===== src/rtl/keycode_decoder_if.sv =====
// Keycode decoder bus: HID keycode word, frame tick and board busy in; command strobe out.
interface keycode_decoder_if;
  logic [31:0] keycode;
  logic        frame_clk_rising_edge;
  logic        BOARD_BUSY;
  logic        cmd_valid;
  logic [2:0]  cmd;
  logic [2:0]  held_dir;

  modport master (
    output keycode, frame_clk_rising_edge, BOARD_BUSY,
    input  cmd_valid, cmd, held_dir
  );

  modport slave (
    input  keycode, frame_clk_rising_edge, BOARD_BUSY,
    output cmd_valid, cmd, held_dir
  );
endinterface


===== src/rtl/keycode_decoder.sv =====
// Per-player keycode decoder: press-edge detect, DAS/ARR auto-repeat on left/right/down,
// one-deep pending queue per action, priority issue gated by BOARD_BUSY.
module keycode_decoder #(
  parameter logic [7:0] KEY_LEFT   = 8'h04,
  parameter logic [7:0] KEY_RIGHT  = 8'h07,
  parameter logic [7:0] KEY_DOWN   = 8'h16,
  parameter logic [7:0] KEY_ROT_L  = 8'h14,
  parameter logic [7:0] KEY_ROT_R  = 8'h08,
  parameter logic [7:0] KEY_HOLD   = 8'h06,
  parameter int         DAS_DELAY  = 10,
  parameter int         ARR_PERIOD = 3
) (
  input  logic               Clk,
  input  logic               Reset,
  keycode_decoder_if.slave   bus
);
  localparam int NA = 6;
  localparam int ND = 3;
  localparam logic [5:0] DAS6   = 6'(DAS_DELAY);
  localparam logic [5:0] RELOAD = 6'(DAS_DELAY - ARR_PERIOD);

  // Action index a maps to command code a+1.
  localparam logic [NA-1:0][7:0] KEYS = {KEY_HOLD, KEY_ROT_R, KEY_ROT_L,
                                         KEY_DOWN, KEY_RIGHT, KEY_LEFT};

  typedef enum logic [1:0] {IDLE, DELAY, REPEAT} das_t;

  logic [31:0]   kc_q;
  logic [NA-1:0] hit_raw, hit, prev_hit, press, rep, pending, pending_nxt, issue_oh;
  logic [2:0]    issue_code;
  logic          lr_conflict;

  for (genvar a = 0; a < NA; a++) begin : g_match
    assign hit_raw[a] = (kc_q[7:0]   == KEYS[a]) | (kc_q[15:8]  == KEYS[a]) |
                        (kc_q[23:16] == KEYS[a]) | (kc_q[31:24] == KEYS[a]);
  end

  // Left and right together cancel each other out.
  assign lr_conflict = hit_raw[0] & hit_raw[1];
  assign hit   = {hit_raw[5:2], hit_raw[1:0] & {2{~lr_conflict}}};
  assign press = hit & ~prev_hit;

  for (genvar d = 0; d < ND; d++) begin : g_das
    das_t       state, state_nxt;
    logic [5:0] cnt, cnt_nxt, inc;
    logic       rep_d;

    assign inc    = cnt + 6'd1;
    assign rep[d] = rep_d;

    always_ff @(posedge Clk or posedge Reset) begin
      if (Reset) begin
        state <= IDLE;
        cnt   <= '0;
      end else begin
        state <= state_nxt;
        cnt   <= cnt_nxt;
      end
    end

    // Press beats a coincident frame tick; release drops straight back to IDLE.
    always_comb begin
      state_nxt = state;
      cnt_nxt   = cnt;
      rep_d     = 1'b0;
      if (!hit[d]) begin
        state_nxt = IDLE;
        cnt_nxt   = '0;
      end else if (press[d]) begin
        state_nxt = DELAY;
        cnt_nxt   = '0;
      end else if (bus.frame_clk_rising_edge) begin
        if (inc == DAS6) begin
          rep_d     = 1'b1;
          cnt_nxt   = RELOAD;
          state_nxt = REPEAT;
        end else begin
          cnt_nxt = inc;
        end
      end
    end
  end

  assign rep[NA-1:ND] = '0;

  // Priority: rot_l > rot_r > left > right > down > hold.
  always_comb begin
    issue_oh   = '0;
    issue_code = 3'd0;
    if (!bus.BOARD_BUSY) begin
      if      (pending[3]) begin issue_oh[3] = 1'b1; issue_code = 3'd4; end
      else if (pending[4]) begin issue_oh[4] = 1'b1; issue_code = 3'd5; end
      else if (pending[0]) begin issue_oh[0] = 1'b1; issue_code = 3'd1; end
      else if (pending[1]) begin issue_oh[1] = 1'b1; issue_code = 3'd2; end
      else if (pending[2]) begin issue_oh[2] = 1'b1; issue_code = 3'd3; end
      else if (pending[5]) begin issue_oh[5] = 1'b1; issue_code = 3'd6; end
    end
  end

  // Set wins over clear so a repeat landing on its own issue cycle is kept.
  assign pending_nxt = (pending & ~issue_oh) | press | rep;

  always_ff @(posedge Clk or posedge Reset) begin
    if (Reset) begin
      kc_q          <= '0;
      prev_hit      <= '0;
      pending       <= '0;
      bus.cmd_valid <= 1'b0;
      bus.cmd       <= 3'd0;
    end else begin
      kc_q          <= bus.keycode;
      prev_hit      <= hit;
      pending       <= pending_nxt;
      bus.cmd_valid <= |issue_oh;
      if (|issue_oh) bus.cmd <= issue_code;
    end
  end

  assign bus.held_dir = hit[2:0];
endmodule

===== src/flat_wrapper.sv =====
// flat-port wrapper written by rule: the top's interface ports become plain ports
module keycode_decoder_flat 
#(
  parameter logic [7:0] KEY_LEFT   = 8'h04,
  parameter logic [7:0] KEY_RIGHT  = 8'h07,
  parameter logic [7:0] KEY_DOWN   = 8'h16,
  parameter logic [7:0] KEY_ROT_L  = 8'h14,
  parameter logic [7:0] KEY_ROT_R  = 8'h08,
  parameter logic [7:0] KEY_HOLD   = 8'h06,
  parameter int         DAS_DELAY  = 10,
  parameter int         ARR_PERIOD = 3
)
  (Clk, Reset, bus_keycode, bus_frame_clk_rising_edge, bus_BOARD_BUSY, bus_cmd_valid, bus_cmd, bus_held_dir);
  keycode_decoder_if bus_i ();
  input  logic Clk;
  input  logic Reset;
  input wire logic [$bits(bus_i.keycode)-1:0] bus_keycode;
  input wire logic [$bits(bus_i.frame_clk_rising_edge)-1:0] bus_frame_clk_rising_edge;
  input wire logic [$bits(bus_i.BOARD_BUSY)-1:0] bus_BOARD_BUSY;
  output wire logic [$bits(bus_i.cmd_valid)-1:0] bus_cmd_valid;
  output wire logic [$bits(bus_i.cmd)-1:0] bus_cmd;
  output wire logic [$bits(bus_i.held_dir)-1:0] bus_held_dir;
  assign bus_i.keycode = bus_keycode;
  assign bus_i.frame_clk_rising_edge = bus_frame_clk_rising_edge;
  assign bus_i.BOARD_BUSY = bus_BOARD_BUSY;
  assign bus_cmd_valid = bus_i.cmd_valid;
  assign bus_cmd = bus_i.cmd;
  assign bus_held_dir = bus_i.held_dir;
  keycode_decoder #(.KEY_LEFT(KEY_LEFT), .KEY_RIGHT(KEY_RIGHT), .KEY_DOWN(KEY_DOWN), .KEY_ROT_L(KEY_ROT_L), .KEY_ROT_R(KEY_ROT_R), .KEY_HOLD(KEY_HOLD), .DAS_DELAY(DAS_DELAY), .ARR_PERIOD(ARR_PERIOD)) u_core (.Clk(Clk), .Reset(Reset), .bus(bus_i));
endmodule

===== config.mk =====
export PLATFORM = sky130hd
export DESIGN_NAME = keycode_decoder_flat
export DESIGN_NICKNAME = d
export VERILOG_FILES = /design/src/rtl/keycode_decoder_if.sv /design/src/rtl/keycode_decoder.sv /design/src/flat_wrapper.sv
export SDC_FILE = /design/constraint.sdc
export NUM_CORES = 1
export LEC_CHECK = 0
export CAP_MARGIN = 30
export CELL_PAD_IN_SITES_DETAIL_PLACEMENT = 0
export CELL_PAD_IN_SITES_GLOBAL_PLACEMENT = 1
export CORE_MARGIN = 2
export CORE_UTILIZATION = 44
export CTS_BUF_LIST = sky130_fd_sc_hd__clkbuf_4 sky130_fd_sc_hd__clkbuf_8
export DETAILED_ROUTE_END_ITERATION = 12
export GPL_TIMING_DRIVEN = 0
export PLACE_DENSITY_LB_ADDON = 0.12
export SYNTH_ARGS = -nofsm -noshare
export SYNTH_HDL_FRONTEND = slang
export SYNTH_SLANG_ARGS = --single-unit

===== constraint.sdc =====
create_clock -name Clk -period 2.42 [get_ports Clk]
set_input_delay 0.363 -clock Clk [delete_from_list [all_inputs] [get_ports Clk]]
set_output_delay 0.363 -clock Clk [all_outputs]
set_load 0.1 [all_outputs]

==> impl_metrics.yaml <==
detailed_routing:
  ant_nets: 0
  routed_wl_mm: 5.70
  post-route-drc-count: 0
  vias: 2210
  drtIter0Drc: 170
  wire_per_inst_um: 13.9
  first_pass_iters: 7
  vias_per_cell: 5.40
yosys:
  ys_top_cells_by_area: "dfrtp_1 56%, nor2_1 3.4%, ha_1 2.5%"
  ys_warn_count: 0
  synth_area_um2: 2950
  synth_nets: 312
  synth_top_area_share_pct: 56.1
  ys_async_sr_fraction_pct: 100
  syn_area_per_cell_um2: 10.9
  synth_cell_types: 53
  yosysSeqAreaShare_pct: 56.1
  synth_edf_count: 0
  synth_cells: 270
  yosysTopAreaCell: "dfrtp_1"
  synth_ff_type: "dfrtp_1"
  synth_seq_cells: 66
placed_design:
  place_ws_ps: -610
  dp_hpwl_mm: 4.02
  numPortBuffers: 40
  gp_congestion: 0.796
min_path:
  hold_class: "input pin to asynchronous set/reset pin"
timing:
  final-setup-viol-count: 0
  setup_slack_ps: 29.8
  holdWs_ps: 391
  finalMaxSlewViolations: 0
  rsz0062_at_grt: "yes"
  finalHoldViolCount: 0
  fin_crit_ps: 2390
  fmax_mhz: 418
  skew_ps: 10.0
  worst_pin_slew_ps: 964
  slew_headroom_pct: 35.5
  tns_ps: 0
  fin_crit_sh_pct: 98.8
power:
  powerDensity_nw_per_um2: 648
  power.leakage_uw: 0.00153
  ir_drop_mv: 0.410
  p_total_uw: 2460
outcome:
  outcome: "finished, final reports clean"
floorplan:
  rows: 29
  die_w_um: 85.8
  coreArea_um2: 6420
  dieArea_um2: 7360
  ios: 43
  dieHeight_um: 85.8
  initial_core_util_pct: 45.9
final_layout:
  diodes: 0
  final-seq-area_um2: 1650
  drive_gt1_share_pct: 16.6
  syn_to_final_growth_pct: 28.8
  fin_util_pct: 59.1
  nNetsFinal: 369
  multi_input_area_um2: 1240
  fillers: 568
cts:
  cts.path.max_buffers: 2
  clock_latency_ps: 340
  path_clk_slew_ps: 70
  tritoncts: "built"
  root_buffer: "clkbuf_8"
  cts_sinks: 66
  h-tree-depth: 3
  numCtsBuffers: 9
critical_path:
  cp_data_required_time_ps: 2060
  worstPathArrival_ps: 2030
  path_class: "flop to output port"
  cp-end-kind: "output port"
  start_kind: "flop"
  path_max_fanout: 3
global_route:
  grt_pass1_vias: 2136
  grt_antenna_before_repair: 0
  grt.overflow.total: 0
  grt_usage_pct: 17.0
  grt_pass1_wl_mm: 9.76
  grt_max_degree: 41
flow_run:
  maxCapViolations: 0
synthesized netlist by cell type, drive strengths merged (2+ instances only):
library cell / number
or4: 3
a21oi: 5
o22ai: 2
nand2: 20
clkbuf: 5
or3b: 2
and2: 4
a32oi: 2
xor2: 4
nand3b: 3
nor2b: 6
buf: 5
nor3: 9
ha: 6
xnor2: 4
a31o: 2
inv: 16
o21ai: 9
nor2: 28
nor4: 6
nor3b: 3
nand4: 12
and3: 4
a22o: 3
a31oi: 2
a221oi: 3
nor4b: 6
nand3: 8
dfrtp: 66
a211oi: 8
area by class of cell:
class / instances / share of cell area (%)
Sequential cell: 66 / 43.5
Tap cell: 77 / 2.54
Clock buffer: 10 / 3.46
Buffer: 10 / 1.68
Multi-Input combinational cell: 178 / 32.8
Timing Repair Buffer: 46 / 12.6
Clock inverter: 6 / 1.78
Inverter: 16 / 1.58
kinds of logic after synthesis:
logic type	Yosys count	synth area share [%]
xor gates and xnor gates	8	2.38
buffers and inverters	26	4.21
DFF	66	56.1
and+or+nand+nor	119	23.4
adders and majority gates	6	2.55
AOI/OAI and AO/OA	45	11.4
final timing paths:
check / from / to / cells past startpoint / slack, ps
worst max-delay path: u_core.kc_q[3] / bus_held_dir[2] / 6 / 30
worst min-delay path: Reset / u_core.kc_q[16] / 2 / 390
worst max register to register: u_core.g_das[1].cnt[0] / u_core.g_das[1].cnt[3] / 7 / 310
worst min register to register: u_core.bus.cmd[1] / u_core.bus.cmd[1] / 1 / 500
max in group asynchronous: Reset / u_core.pending[0] / 3 / 1430
min in group Clk: bus_keycode[9] / u_core.kc_q[9] / 1 / 460
report_power, final:
part           switching (µW)  internal (µW)
logic                     225            124
clock network             423            488
registers                43.5           1150
total                     692           1770
stage by stage:
step	cells	instance area [µm²]
2_1_floorplan	270	2950
3_3_place_gp	387	3440
3_5_place_dp	388	3460
4_1_cts	404	3710
5_1_grt	409	3790
6_report	409	3790
registers in the layout, summed over array words and instances, names as in the netlist:
signal and flops:
u_core.bus.cmd 3, u_core.bus.cmd_valid 1, u_core.g_das.cnt 18, u_core.kc_q 32
u_core.pending 6, u_core.prev_hit 6
timing repair:
| action | 4_1_cts | 5_1_grt |
|---|---|---|
| cloned | 0 | 0 |
| pin swaps | 0 | 7 |
| gates resized for setup | 27 | 10 |
| endpoints found under the setup margin | 3 | 3 |
| hold buffers | 0 | 0 |
| setup buffers | 0 | 5 |
worst max-delay path: stages, from the launching register on:
cell	delay (ps)
dfrtp_1	400
or3b_4	420
nor4_4	300
a31oi_1	150
o211ai_2	110
buf_4	160
buf_12	160
per-layer routing:
metal  track usage [%]  up-vias  share of wire (%)
met5                 0        -                  0
met4              6.64        0                2.0
met3              4.81       10                3.7
met2              26.8       46                 49
met1              22.2     1063                 45
li1                  -     1091                  -
cells in the final DEF (no fill, tap or decap), types with 5 or more instances in the layout:
cell type        count
ha_1                 6
nor4_4               5
nor2b_1              6
buf_4                8
nor2_1              27
nand3_1              8
dfrtp_1             66
clkbuf_8             9
o21ai_0              9
clkbuf_1             5
a21oi_1              5
inv_1               14
nor4b_1              6
nor3_1               9
nand2_1             20
nand4_1             12
clkdlybuf4s50_1     37
a211oi_1             7
Power figures use the tool's default switching activity.
